**config.mk**
```make
export PLATFORM = sky130hd
export DESIGN_NAME = uart_rx_ctrl
export DESIGN_NICKNAME = d
export VERILOG_FILES = /design/src/rtl/uart_rx_ctrl.sv
export SDC_FILE = /design/constraint.sdc
export NUM_CORES = 1
export LEC_CHECK = 0
export BUFFER_PORTS_ARGS = -buffer_cell sky130_fd_sc_hd__buf_4
export CORE_UTILIZATION = 23
export DETAILED_ROUTE_END_ITERATION = 12
export PLACE_DENSITY_LB_ADDON = 0.3
export SLEW_MARGIN = 20
export SYNTH_ARGS = -nofsm -noshare
export SYNTH_HDL_FRONTEND = slang
export SYNTH_SLANG_ARGS = --single-unit
export TNS_END_PERCENT = 5
```
**constraint.sdc**
```tcl
create_clock -name clk -period 5.4 [get_ports clk]
set_clock_uncertainty 0.15 [all_clocks]
set_input_delay 0.81 -clock clk [delete_from_list [all_inputs] [get_ports clk]]
set_output_delay 0.81 -clock clk [all_outputs]
set_load 0.1 [all_outputs]
```
**src/rtl/uart_rx_ctrl.sv**
```systemverilog
// UART receiver sequencer: baud sample tick, one-shot byte capture with rdy_clr handshake,
// first-word-fall-through byte FIFO, sticky overrun flag and accepted-byte counter.
module uart_rx_ctrl #(
  parameter int DIV_WIDTH  = 16,
  parameter int FIFO_DEPTH = 8
) (
  input  logic                          clk,
  input  logic                          reset,
  input  logic                          i_enable,
  input  logic [DIV_WIDTH-1:0]          i_divisor,
  output logic                          o_rx_en,
  input  logic                          i_rx_rdy,
  input  logic [7:0]                    i_rx_data,
  output logic                          o_rdy_clr,
  input  logic                          i_rd_en,
  output logic [7:0]                    o_rd_data,
  output logic                          o_empty,
  output logic                          o_full,
  output logic [$clog2(FIFO_DEPTH):0]   o_count,
  output logic                          o_overrun,
  input  logic                          i_ovr_clr,
  output logic [15:0]                   o_byte_count
);
  localparam int AW = $clog2(FIFO_DEPTH);
  localparam logic [DIV_WIDTH-1:0] DIV_ONE = 1;

  typedef enum logic [1:0] {S_IDLE, S_CLR, S_GUARD} state_t;

  state_t                 r_state;
  logic [DIV_WIDTH-1:0]   r_div_cnt;
  logic                   r_rx_en;
  logic                   r_rdy_clr;
  logic                   r_overrun;
  logic [15:0]            r_byte_count;
  logic [7:0]             r_mem [FIFO_DEPTH];
  logic [AW-1:0]          r_wr_ptr;
  logic [AW-1:0]          r_rd_ptr;
  logic [AW:0]            r_count;

  logic w_empty;
  logic w_full;
  logic w_capture;
  logic w_pop;
  logic w_push;
  logic w_drop;

  assign w_empty   = (r_count == '0);
  // Occupancy never exceeds FIFO_DEPTH (a power of 2), so the MSB alone means full.
  assign w_full    = r_count[AW];
  assign w_capture = (r_state == S_IDLE) && i_rx_rdy;
  assign w_pop     = i_rd_en && !w_empty;
  assign w_push    = w_capture && (!w_full || w_pop);
  assign w_drop    = w_capture && !w_push;

  // Tick generator: >= compare so a shrinking divisor ticks at once instead of wrapping.
  always_ff @(posedge clk) begin
    if (reset) begin
      r_div_cnt <= '0;
      r_rx_en   <= 1'b0;
    end else if (!i_enable) begin
      r_div_cnt <= '0;
      r_rx_en   <= 1'b0;
    end else if ((i_divisor <= DIV_ONE) || (r_div_cnt >= i_divisor - DIV_ONE)) begin
      r_div_cnt <= '0;
      r_rx_en   <= 1'b1;
    end else begin
      r_div_cnt <= r_div_cnt + DIV_ONE;
      r_rx_en   <= 1'b0;
    end
  end

  // Capture FSM: GUARD gives the receiver a cycle to drop rdy before IDLE looks again.
  always_ff @(posedge clk) begin
    if (reset) begin
      r_state      <= S_IDLE;
      r_rdy_clr    <= 1'b0;
      r_overrun    <= 1'b0;
      r_byte_count <= '0;
    end else begin
      case (r_state)
        S_IDLE: begin
          if (i_rx_rdy) begin
            r_state   <= S_CLR;
            r_rdy_clr <= 1'b1;
          end
        end
        S_CLR: begin
          r_state   <= S_GUARD;
          r_rdy_clr <= 1'b0;
        end
        S_GUARD: r_state <= S_IDLE;
        default: begin
          r_state   <= S_IDLE;
          r_rdy_clr <= 1'b0;
        end
      endcase

      if (w_push) r_byte_count <= r_byte_count + 16'd1;

      if (w_drop)         r_overrun <= 1'b1;
      else if (i_ovr_clr) r_overrun <= 1'b0;
    end
  end

  // FIFO storage: small, read combinationally so the head falls through the cycle after a write.
  always_ff @(posedge clk) begin
    if (w_push) r_mem[r_wr_ptr] <= i_rx_data;
  end

  always_ff @(posedge clk) begin
    if (reset) begin
      r_wr_ptr <= '0;
      r_rd_ptr <= '0;
      r_count  <= '0;
    end else begin
      if (w_push) r_wr_ptr <= r_wr_ptr + 1'b1;
      if (w_pop)  r_rd_ptr <= r_rd_ptr + 1'b1;
      case ({w_push, w_pop})
        2'b10:   r_count <= r_count + 1'b1;
        2'b01:   r_count <= r_count - 1'b1;
        default: r_count <= r_count;
      endcase
    end
  end

  assign o_rx_en      = r_rx_en;
  assign o_rdy_clr    = r_rdy_clr;
  assign o_rd_data    = w_empty ? 8'h00 : r_mem[r_rd_ptr];
  assign o_empty      = w_empty;
  assign o_full       = w_full;
  assign o_count      = r_count;
  assign o_overrun    = r_overrun;
  assign o_byte_count = r_byte_count;

endmodule
```
==> impl_results.md, run 1 <==
* Status: finished, violations left
* CP Launch Point: i_divisor[2]
* Sequential area share after synthesis at 0.5648
* Total Routing Usage GR at 0.1017
* Die Wd at 152 um
* Commonest non-fill, non-tap cell in the layout: buf_4
* Yosys synthesis warning count at 0
* Power density over the cells at 461.8 mW/mm2
* Final core utilization at 0.2998
* Area leader, netlist: edfxtp_1
* Net count after synthesis at 480
* Crit path max fanout at 16
* Hold crit path type: reg2reg
* Post_cts resized at 0
* Relative slew slack at 0.3905
* # rows at 54
* Synth Register Bits at 114
* CP Capture Type: flip-flop
* Clock Tree Buf Depth at 2
* Worst-margin pin slew at 0.9102 ns
* Largest net degree at the start of global routing at 33
* CP required at 5.58 ns
* Startpoint Class: primary input
* Area growth, synth to finish at 27.20%
* Die Area at 0.02310 mm2
* CTS tree: yes
* Cells after synthesis at 424
* Sum Neg Setup Slack at 0 ns
* VDD IR max at 178.3 uV
* Num ports at 63
* Fin. Hold Viols at 0
* End of the critical path: r_div_cnt[11]
* Period utilization at 0.7644
* IO Port Bufs at 62
* GPL Wtd Cong at 0.7580
* # hold bufs at CTS at 0
* Max frequency at 0.2423 GHz
* Antenna violations before repair at 0
* Net count, final at 553
* Top cell type's share of synthesized area at 0.3714
* Grt ovf at 0
* Pins Over Slew Limit at 0
* Final setup vio count at 0
* Hold path startpoint: r_state[1]
* Pwr Total at 3040 uW
* Avg Cell Area, Syn at 12.21 um2
* Post-route DRC violation count at 2
* Layout cells sized above 1 at 0.2431
* Data arrival, critical path at 4.31 ns
* Post-DRT Antenna Nets at 0
* Post-DR vias/cell at 4.333
* Post-CTS Setup Bufs at 0
* CP dominant cell by count: or4_4
* Max-cap violation count at 0
* Synthesized area at 0.005175 mm2
* FILL cells at 2197
* Register-to-register setup slack at 2.35 ns
* Commonest non-fill, non-tap cells in the layout: buf_4, edfxtp_1, nor2_1
* DRT Pass-1 Iters at 8
* Vias at 3423
* Die H at 152 um
* Vias in the first global route at 3500
* Critical-path cell list: buf_4, or4_4, or3_4, or4_4, xor2_1, ha_1, a21oi_1, o221ai_1, a221oi_1, nand4_1, nor2_1
* Final WL at 11060 um
* Starting Density at 0.2357
* Ant. Diodes at 0
* RSZ-0062 raised after global routing: no
* Hpwl dp at 7599 um
* CTS root buffer: clkbuf_16
* R2R Path Start: r_state[1]
* Leak at 0.002351 uW
* WHS at 0.2742 ns
* Netlist cell types at 40
* Clk_lat worst skew at 0.41 ns
* Reg2reg end: o_count[3]
* WL per Instance at 13.99 um
* CP max-delay cell: nand4_1
* Starting DRT DRC Count at 224
* Global-route wire length before repair at 18060 um
* Core Region at 0.02196 mm2
* Worst-path clk slew at 0.06 ns
* Clock sink count at 114
* Failing checks: DRC
* Worst R2R Path Depth at 10
* Max stage delay on crit path at 0.60 ns
* H-Tree Depth at 4
* Ranking of synthesized cells by area: edfxtp_1, dfxtp_1, mux4_2, ha_1, nor2_1
* Total CTS buffers at 17
* Critical path class: in2reg
* Tmin final at 4.128 ns
-- kinds of logic after synthesis --
kind of cell | after synthesis | share of synthesized area
buffers and inverters | 26 | 0.02007
XOR/XNOR | 44 | 0.07447
adder cells (fa/ha/maj) | 26 | 0.06431
AO/OA/AOI/OAI | 35 | 0.03917
multiplexers | 25 | 0.08704
flip-flops | 114 | 0.5648
AND/OR/NAND/NOR | 154 | 0.1501
-- per-stage QoR --
stage | cells | cell area (um2) | setup slack [ns]
4_1_cts | 790 | 6583 | 1.226
2_1_floorplan | 424 | 5175 | 0.2778
5_1_grt | 790 | 6583 | 1.021
3_3_place_gp | 758 | 6000 | 0.9405
6_report | 790 | 6583 | 1.272
3_5_place_dp | 758 | 6000 | 0.8096
-- area by class of cell --
type                            instances  area, um2  share of cell area
Tap cell                              280      350.3             0.05322
Clock inverter                         15      157.7             0.02395
Sequential cell                       114       2923              0.4440
Multi-Input combinational cell        284       2175              0.3304
Clock buffer                           17      425.4             0.06463
Timing Repair Buffer                   67      503.0             0.07641
Inverter                               13      48.80            0.007413
-- critical path: cells and delay by family --
family | cells | cell delay [ns]
compound gates | 3 | 0.63
simple gates | 5 | 2.27
fa+ha+maj | 1 | 0.29
buf+inv | 1 | 0.13
xor+xnor | 1 | 0.17
-- metal layers --
metal,vias to the layer above,global-route usage,share of wire
met5,-,0,0
met4,0,0.04325,0.014
met3,12,0.03195,0.038
met2,61,0.1698,0.50
met1,1648,0.1205,0.45
li1,1702,-,-
-- how the worst min path moves through the flow --
stage	end	slack (ns)	cells after the start
finish	r_state[1]	0.27	1
global route	r_state[1]	0.30	1
CTS	r_state[1]	0.28	1
detailed placement	r_state[1]	0.27	1
global placement	r_state[1]	0.26	1
floorplan	r_state[1]	0.25	1
-- cells in the mapped netlist --
cell,instances
nor3b_1,6
nand2b_1,3
clkbuf_1,7
edfxtp_1,64
nor2b_1,1
mux2i_1,9
or3_1,7
and3_1,6
nor4_2,1
nand4_1,9
mux4_2,16
o221ai_1,1
nor3_2,1
nand2_1,22
nor3_1,14
buf_2,2
a32o_1,1
or4_4,2
a21o_1,3
nor4b_1,2
nor2_1,55
a221oi_1,1
fa_1,1
inv_1,13
xnor2_1,22
a31oi_1,1
xor2_1,22
and2_1,3
o21ai_0,10
and4_1,2
ha_1,25
buf_4,1
dfxtp_1,50
nor4_1,4
nand3_1,15
or3_4,1
o2111ai_1,1
buf_1,3
a21oi_1,16
o21bai_1,1
-- power breakdown --
group / internal (uW) / total, uW / switching (uW)
logic: 269 / 940 / 670
registers: 961 / 1010 / 45.0
clock network: 682 / 1090 / 412
total: 1910 / 3040 / 1130
-- sequential cells by signal (all words and copies together) (netlist names), named ones only --
name and count:
o_rdy_clr 1, r_div_cnt 16, o_count 4, o_overrun 1, o_byte_count 16, r_wr_ptr 3, r_state 2, r_rd_ptr 3
r_mem 64, o_rx_en 1
Note: power is estimated with default switching activity, not from simulation.
==> inputs of run 2 (changes only) <==
- ABC_AREA: default -> 1
- clock period: 5.4 -> 3.7 ns (I/O delays scaled with it)
==> run 2 against run 1 <==
  * Register-to-register slack got worse by 1.4 ns
  * Cell area rose by 7.7%
  * Sequential share of layout area fell by 3.2 points
  * Flip-flop and latch count did not move
  * The run now ends clean
  * Setup slack got worse by 0.58 ns
  * Highest routed layer unchanged
  * Synthesized cell count rose by 50%
  * Area after synthesis rose by 9.1%
  * Non-clock buffer count rose by 5
==> impl_results.md, run 2 <==
* Avg Cell Area, Syn at 8.864 um2 (was 12.21 um2)
* Net Sw Power at 2012 uW (was 1127 uW)
* Commonest non-fill, non-tap cell in the layout: nor2_1 (was buf_4)
* Max-cap violation count at 0 (unchanged)
* Metal2 WL at 5899 um (was 5528 um)
* Post_cts resized at 0 (unchanged)
* Final setup vio count at 0 (unchanged)
* Post-synthesis async set-or-reset flop share at 0 (unchanged)
* Data arrival, critical path at 2.30 ns (was 4.31 ns)
* Worst-path clk slew at 0.06 ns (about the same)
* VDD IR max at 855.0 uV (was 178.3 uV)
* Critical path class: reg2out (was in2reg)
* Tmin final at 3.007 ns
* Post-synth top flop: edfxtp_1 (unchanged)
* Final WL at 13150 um (was 11060 um)
* Core Region at 0.02375 mm2 (was 0.02196 mm2)
* Die Area at 0.02518 mm2 (was 0.02310 mm2)
* # hold bufs at CTS at 0 (unchanged)
* Crit path max-delay family: buffers and inverters (was simple AND/OR/NAND/NOR gates)
* Crit. path cell count at 6 (was 11)
* Hold crit path type: in2reg (was reg2reg)
* DR top layer: met4 (unchanged)
* Leak at 0.002729 uW (was 0.002351 uW)
* WL per Instance at 12.62 um (was 13.99 um)
* Starting Density at 0.2377 (was 0.2357)
* Worst R2R Path Depth at 13 (was 10)
* H-Tree Depth at 4 (unchanged)
* Yosys synthesis warning count at 0 (unchanged)
* Critical-path cell list: inv_1, o21ai_0, o21ai_0, o21ai_0, nor2_1, buf_4 (was buf_4, or4_4, or3_4, or4_4, xor2_1, ha_1, a21oi_1, o221ai_1, a221oi_1, nand4_1, nor2_1)
* Post-CTS Setup Bufs at 0 (unchanged)
* Hold path startpoint: i_ovr_clr (was r_state[1])
* RSZ-0062 raised after global routing: no (unchanged)
* GPL Wtd Cong at 0.7914 (was 0.7580)
* Ant. Diodes at 0 (unchanged)
* # rows at 56 (was 54)
* Grt ovf at 0 (unchanged)
* Pint at 2889 uW (was 1913 uW)
* Synth Register Bits at 114 (unchanged)
* CP required at 2.99 ns (was 5.58 ns)
* Vias in the first global route at 4126 (was 3500)
* Clock sink count at 114 (unchanged)
* Crit path max fanout at 24 (was 16)
* Final instance area at 0.007088 mm2 (was 0.006583 mm2)
* Antenna violations before repair at 0 (unchanged)
* R2R Path Start: o_count[3] (was r_state[1])
* Area growth, synth to finish at 25.53% (was 27.20%)
* Sequential area share after synthesis at 0.5176 (was 0.5648)
* Cells after synthesis at 637 (was 424)
* Largest net degree at the start of global routing at 33 (unchanged)
* Post-DRT Antenna Nets at 0 (unchanged)
* Met3 wire length at 696 um (was 421 um)
* Post-DR vias/cell at 4.132 (was 4.333)
* Commonest non-fill, non-tap cells in the layout: nor2_1, nand2_1, buf_4 (was buf_4, edfxtp_1, nor2_1)
* Power density over the cells at 691.4 mW/mm2 (was 461.8 mW/mm2)
* Synthesized area at 0.005647 mm2 (was 0.005175 mm2)
* Combinational Power Share at 0.353 (was 0.309)
* Die H at 158.7 um (was 152 um)
* Switching portion of total power at 0.4106 (was 0.3708)
* Max stage delay on crit path at 0.57 ns (was 0.60 ns)
* IO Port Bufs at 62 (unchanged)
* Max frequency at 0.3326 GHz
* Top cell type's share of synthesized area at 0.3404 (was 0.3714)
* Net count, final at 766 (was 553)
* Total Routing Usage GR at 0.1126 (was 0.1017)
* Area leader, netlist: edfxtp_1 (unchanged)
* Ranking of synthesized cells by area: edfxtp_1, dfxtp_1, nor2_1, nand2_1, ha_1 (was edfxtp_1, dfxtp_1, mux4_2, ha_1, nor2_1)
* DRT Pass-1 Iters at 4 (was 8)
* Number of synthesized flops with an enable pin at 64 (unchanged)
* Starting DRT DRC Count at 211 (was 224)
* Register-to-register setup slack at 0.97 ns (was 2.35 ns)
* Fin. Hold Viols at 0 (unchanged)
* CP dominant cell by count: o21ai_0 (was or4_4)
* Period utilization at 0.8126
* Num ports at 63 (unchanged)
* Clock share of power at 0.343 (was 0.360)
* CP Capture Type: output port (was flip-flop)
* Pins Over Slew Limit at 0 (unchanged)
* Placed Instance Area at 0.006479 mm2 (was 0.006000 mm2)
* Clock Tree Buf Depth at 2 (unchanged)
* Startpoint Class: flip-flop (was primary input)
* CP max-delay cell: inv_1 (was nand4_1)
* Vias at 4306 (was 3423)
* Top reg by flops: r_mem (unchanged)
* Post-route DRC violation count at 0 (was 2)
* Seq pwr share at 0.304 (was 0.331)
* CTS tree: yes (unchanged)
* Layout cells sized above 1 at 0.1604 (was 0.2431)
* Worst-margin pin slew at 0.7897 ns (was 0.9102 ns)
* WL met1 at 6337 um (was 4954 um)
* Hold depth at 2 (was 1)
* Reg2reg end: o_count[3] (unchanged)
* Status: finished, final reports clean (was finished, violations left)
* Sum Neg Setup Slack at 0 ns (unchanged)
* Hpwl dp at 8995 um (was 7599 um)
* Most numerous cell in the Yosys netlist: nor2_1 (was edfxtp_1)
* Die Wd at 158.7 um (was 152 um)
* Hold Path End: o_overrun (was r_state[1])
* CTS root buffer: clkbuf_16 (unchanged)
* Bufs and invs on worst path at 2 (was 1)
* Netlist cell types at 33 (was 40)
* Total CTS buffers at 17 (unchanged)
* Relative slew slack at 0.4729 (was 0.3905)
* Net count after synthesis at 693 (was 480)
* Largest register FFs at 64 (unchanged)
* Clk_lat worst skew at 0.42 ns (was 0.41 ns)
* Top cells by instance count after synthesis: nor2_1, nand2_1, edfxtp_1, inv_1, o21ai_0 (was edfxtp_1, nor2_1, dfxtp_1, ha_1)
* Global-route wire length before repair at 21180 um (was 18060 um)
## run 2: kinds of logic after synthesis
kind of cell / after synthesis / share of synthesized area
compound gates: 96 / 0.08952
buf+inv: 77 / 0.05872
fa+ha+maj: 26 / 0.05894
simple gates: 277 / 0.2005
flops: 114 / 0.5176
xor+xnor: 39 / 0.06049
mux: 8 / 0.01418
## run 2: final cells by class
cell class / instances / area (um2)
inverter: 59 / 224.0
timing repair buffer: 72 / 540.5
sequential: 114 / 2923
tap: 319 / 399.1
fill: 2530 / 16660
clock buffer: 17 / 425.4
multi-input combinational: 446 / 2392
clock inverter: 15 / 183.9
## run 2: power groups by stage
| stage | registers (uW) | logic, uW | clock network, uW |
|---|---|---|---|
| finish | 1490 | 1730 | 1680 |
| CTS | 1490 | 1750 | 1730 |
| detailed placement | 1520 | 1750 | 0 |
| floorplan | 1670 | 1180 | 0 |
| global route | 1510 | 1860 | 1770 |
| global placement | 1520 | 1750 | 0 |
## run 2: worst max path at each step
stage	startpoint	to
global route	flip-flop	o_rd_data[0]
CTS	flip-flop	o_rd_data[4]
global placement	i_divisor[6]	r_div_cnt[4]
finish	flip-flop	o_rd_data[7]
floorplan	o_count[0]	o_rd_data[0]
detailed placement	i_divisor[0]	r_div_cnt[3]
## run 2: metal layers
metal  track usage  vias to the layer above
li1              -                     2252
met1        0.1404                     1957
met2        0.1771                       82
met3       0.03457                       15
met4       0.05220                        0
met5             0                        -
## run 2: metrics by stage
| stage | utilization | hold WS, ns | total power (uW) | setup slack, ns | cells |
|---|---|---|---|---|---|
| detailed placement | 0.2728 | 0.2622 | 3269 | 0.5051 | 1010 |
| global placement | 0.2728 | 0.2516 | 3265 | 0.6056 | 1010 |
| floorplan | - | 0.2406 | 2858 | 0.2387 | 637 |
| CTS | 0.2984 | 0.1554 | 4977 | 0.6321 | 1042 |
| global route | 0.2984 | 0.1875 | 5143 | 0.4874 | 1042 |
| finish | 0.2984 | 0.1866 | 4901 | 0.6935 | 1042 |
==> inputs of run 3 (changes only) <==
- clock period: 3.7 -> 2.5 ns (I/O delays scaled with it)
==> run 3 against run 2 <==
  * Via count is 3.0% higher
  * Core utilization is 1.1 points higher
  * Hold slack worse by 0.13 ns
  * Critical path depth is 1 higher
  * Cell area is 3.7% higher
  * Combinational power is 62% higher
  * Sequential share of layout area is 1.3 points lower
  * Global-route usage is 0.41 points lower
  * Clock power is 36% higher
==> impl_results.md, run 3 (same netlist as run 2, synthesis figures left out) <==
* Critical path class: reg2out (unchanged)
* CP max-delay cell: dfxtp_2 (was inv_1)
* Data arrival, critical path at 1.85 ns (was 2.30 ns)
* Worst-path clk slew at 0.05 ns (was 0.06 ns)
* Vias in the first global route at 4155 (was 4126)
* Max stage delay on crit path at 0.36 ns (was 0.57 ns)
* Tmin final at 2.373 ns
* Hold crit path type: in2reg (unchanged)
* Die H at 158.7 um (unchanged)
* R2R Path Start: o_count[3] (unchanged)
* Fin. Hold Viols at 0 (unchanged)
* Period utilization at 0.9491
* Post-CTS Setup Bufs at 0 (unchanged)
* Post-route DRC violation count at 0 (unchanged)
* Grt ovf at 0 (unchanged)
* Clock sink count at 114 (unchanged)
* CTS tree: yes (unchanged)
* Final setup vio count at 0 (unchanged)
* Clock Tree Buf Depth at 2 (unchanged)
* IO Port Bufs at 62 (unchanged)
* Max-cap violation count at 0 (unchanged)
* Global-route wire length before repair at 20710 um (was 21180 um)
* Total Routing Usage GR at 0.1085 (was 0.1126)
* Crit path max fanout at 24 (unchanged)
* Status: finished, final reports clean (unchanged)
* Starting Density at 0.2377 (unchanged)
* Startpoint Class: flip-flop (unchanged)
* Die Area at 0.02518 mm2 (unchanged)
* H-Tree Depth at 4 (unchanged)
* Hold path startpoint: i_rx_data[0] (was i_ovr_clr)
* GPL Wtd Cong at 0.7816 (was 0.7914)
* Pins Over Slew Limit at 0 (unchanged)
* Ant. Diodes at 0 (unchanged)
* Top reg by flops: r_mem (unchanged)
* RSZ-0062 raised after global routing: yes (was no)
* Largest register FFs at 64 (unchanged)
* Final WL at 12930 um (was 13150 um)
* Area growth, synth to finish at 30.20% (was 25.53%)
* Power density over the cells at 993.5 mW/mm2 (was 691.4 mW/mm2)
* Layout cells sized above 1 at 0.2067 (was 0.1604)
* CP required at 1.98 ns (was 2.99 ns)
* Leak at 0.002857 uW (was 0.002729 uW)
* Worst-margin pin slew at 0.4225 ns (was 0.7897 ns)
* Critical-path cell list: inv_1, buf_6, nor2_1, o21ai_0, o21ai_1, nor2_2, buf_4 (was inv_1, o21ai_0, o21ai_0, o21ai_0, nor2_1, buf_4)
* Reg2reg end: o_count[3] (unchanged)
* Commonest non-fill, non-tap cells in the layout: nor2_1, nand2_1, buf_4 (unchanged)
* Die Wd at 158.7 um (unchanged)
* Clk_lat worst skew at 0.41 ns (was 0.42 ns)
* Max frequency at 0.4214 GHz
* Hpwl dp at 9111 um (was 8995 um)
* Sum Neg Setup Slack at 0 ns (unchanged)
* Commonest non-fill, non-tap cell in the layout: nor2_1 (unchanged)
* Total CTS buffers at 17 (unchanged)
* Pwr Total at 7305 uW (was 4901 uW)
* Largest net degree at the start of global routing at 33 (unchanged)
* Vias at 4436 (was 4306)
* FILL cells at 2515 (was 2530)
* Antenna violations before repair at 0 (unchanged)
* Worst R2R Path Depth at 12 (was 13)
* VDD IR max at 1256 uV (was 855.0 uV)
* Core Region at 0.02375 mm2 (unchanged)
* Relative slew slack at 0.7180 (was 0.4729)
* Starting DRT DRC Count at 206 (was 211)
* DRT Pass-1 Iters at 4 (unchanged)
* Hold depth at 1 (was 2)
* Post-DRT Antenna Nets at 0 (unchanged)
* Post-DR vias/cell at 4.150 (was 4.132)
* Hold Path End: r_mem[0][0] (was o_overrun)
* CTS root buffer: clkbuf_16 (unchanged)
* Net count, final at 793 (was 766)
* Final core utilization at 0.3095 (was 0.2984)
* WL per Instance at 12.10 um (was 12.62 um)
* CP Capture Type: output port (unchanged)
* # rows at 56 (unchanged)
* Num ports at 63 (unchanged)
* Register-to-register setup slack at 0.27 ns (was 0.97 ns)
## run 3: cell count changes in the layout (fill, tap and decap cells not counted), sizes merged
cell / delta
buf: +25
bufinv: -2
clkbuf: +1
clkinvlp: +1
dlygate4sd3: +1
inv: +1
## run 3: how the worst max path moves through the flow
stage | end | slack [ns] | depth (start not counted)
2_1_floorplan | r_div_cnt[5] | 0.03 | 16
3_3_place_gp | r_div_cnt[3] | -0.13 | 18
3_5_place_dp | r_div_cnt[2] | -0.18 | 16
4_1_cts | o_rd_data[7] | 0.005 | 7
5_1_grt | r_div_cnt[14] | 0.0005 | 16
6_report | o_rd_data[1] | 0.13 | 7
## run 3: layer usage
layer  vias to the layer above  part of all wire  GRT usage
met5                         -                 0          0
met4                         0             0.015    0.04945
met3                        12             0.037    0.02613
met2                        63              0.44     0.1711
met1                      2051              0.51     0.1398
li1                       2310                 -          -
## run 3: area by class of cell
class                   count  area, um2  share of cell area
clock inverters            15      136.4             0.01855
clock buffers              17      425.4             0.05786
multi-input cells         446       2412              0.3281
well taps                 319      399.1             0.05429
inverters                  59      224.0             0.03046
flip-flops and latches    114       2939              0.3998
repair buffers             99      815.8              0.1110
## run 3: power by group
part	switching [uW]	internal, uW
sequential	92.8	2120
clock	907	1370
combinational	2030	778
## run 3: critical path, delay by kind of cell (launching register included)
| family | cells | cell delay [ns] |
|---|---|---|
| buf+inv | 3 | 0.59 |
| flops | 1 | 0.36 |
| compound gates | 2 | 0.29 |
| simple gates | 2 | 0.18 |
## run 3: per-stage QoR
stage,cell area [um2],instances,hold WS (ns),worst slack [ns]
after floorplan,5682,637,0.2406,0.02737
after global placement,6726,1035,0.2531,-0.1311
after detailed placement,6726,1035,0.2585,-0.1761
after CTS,7302,1068,0.03170,0.005099
after global routing,7352,1069,0.04306,0.0004583
final,7352,1069,0.05765,0.1271
## run 3: what timing repair did
item                       in CTS  in global routing
gates resized for setup         3                 16
hold buffers                    1                  0
cloned                          0                  1
pin swaps                       0                  3
setup endpoints to repair       3                  8
hold endpoints to repair        1                  0
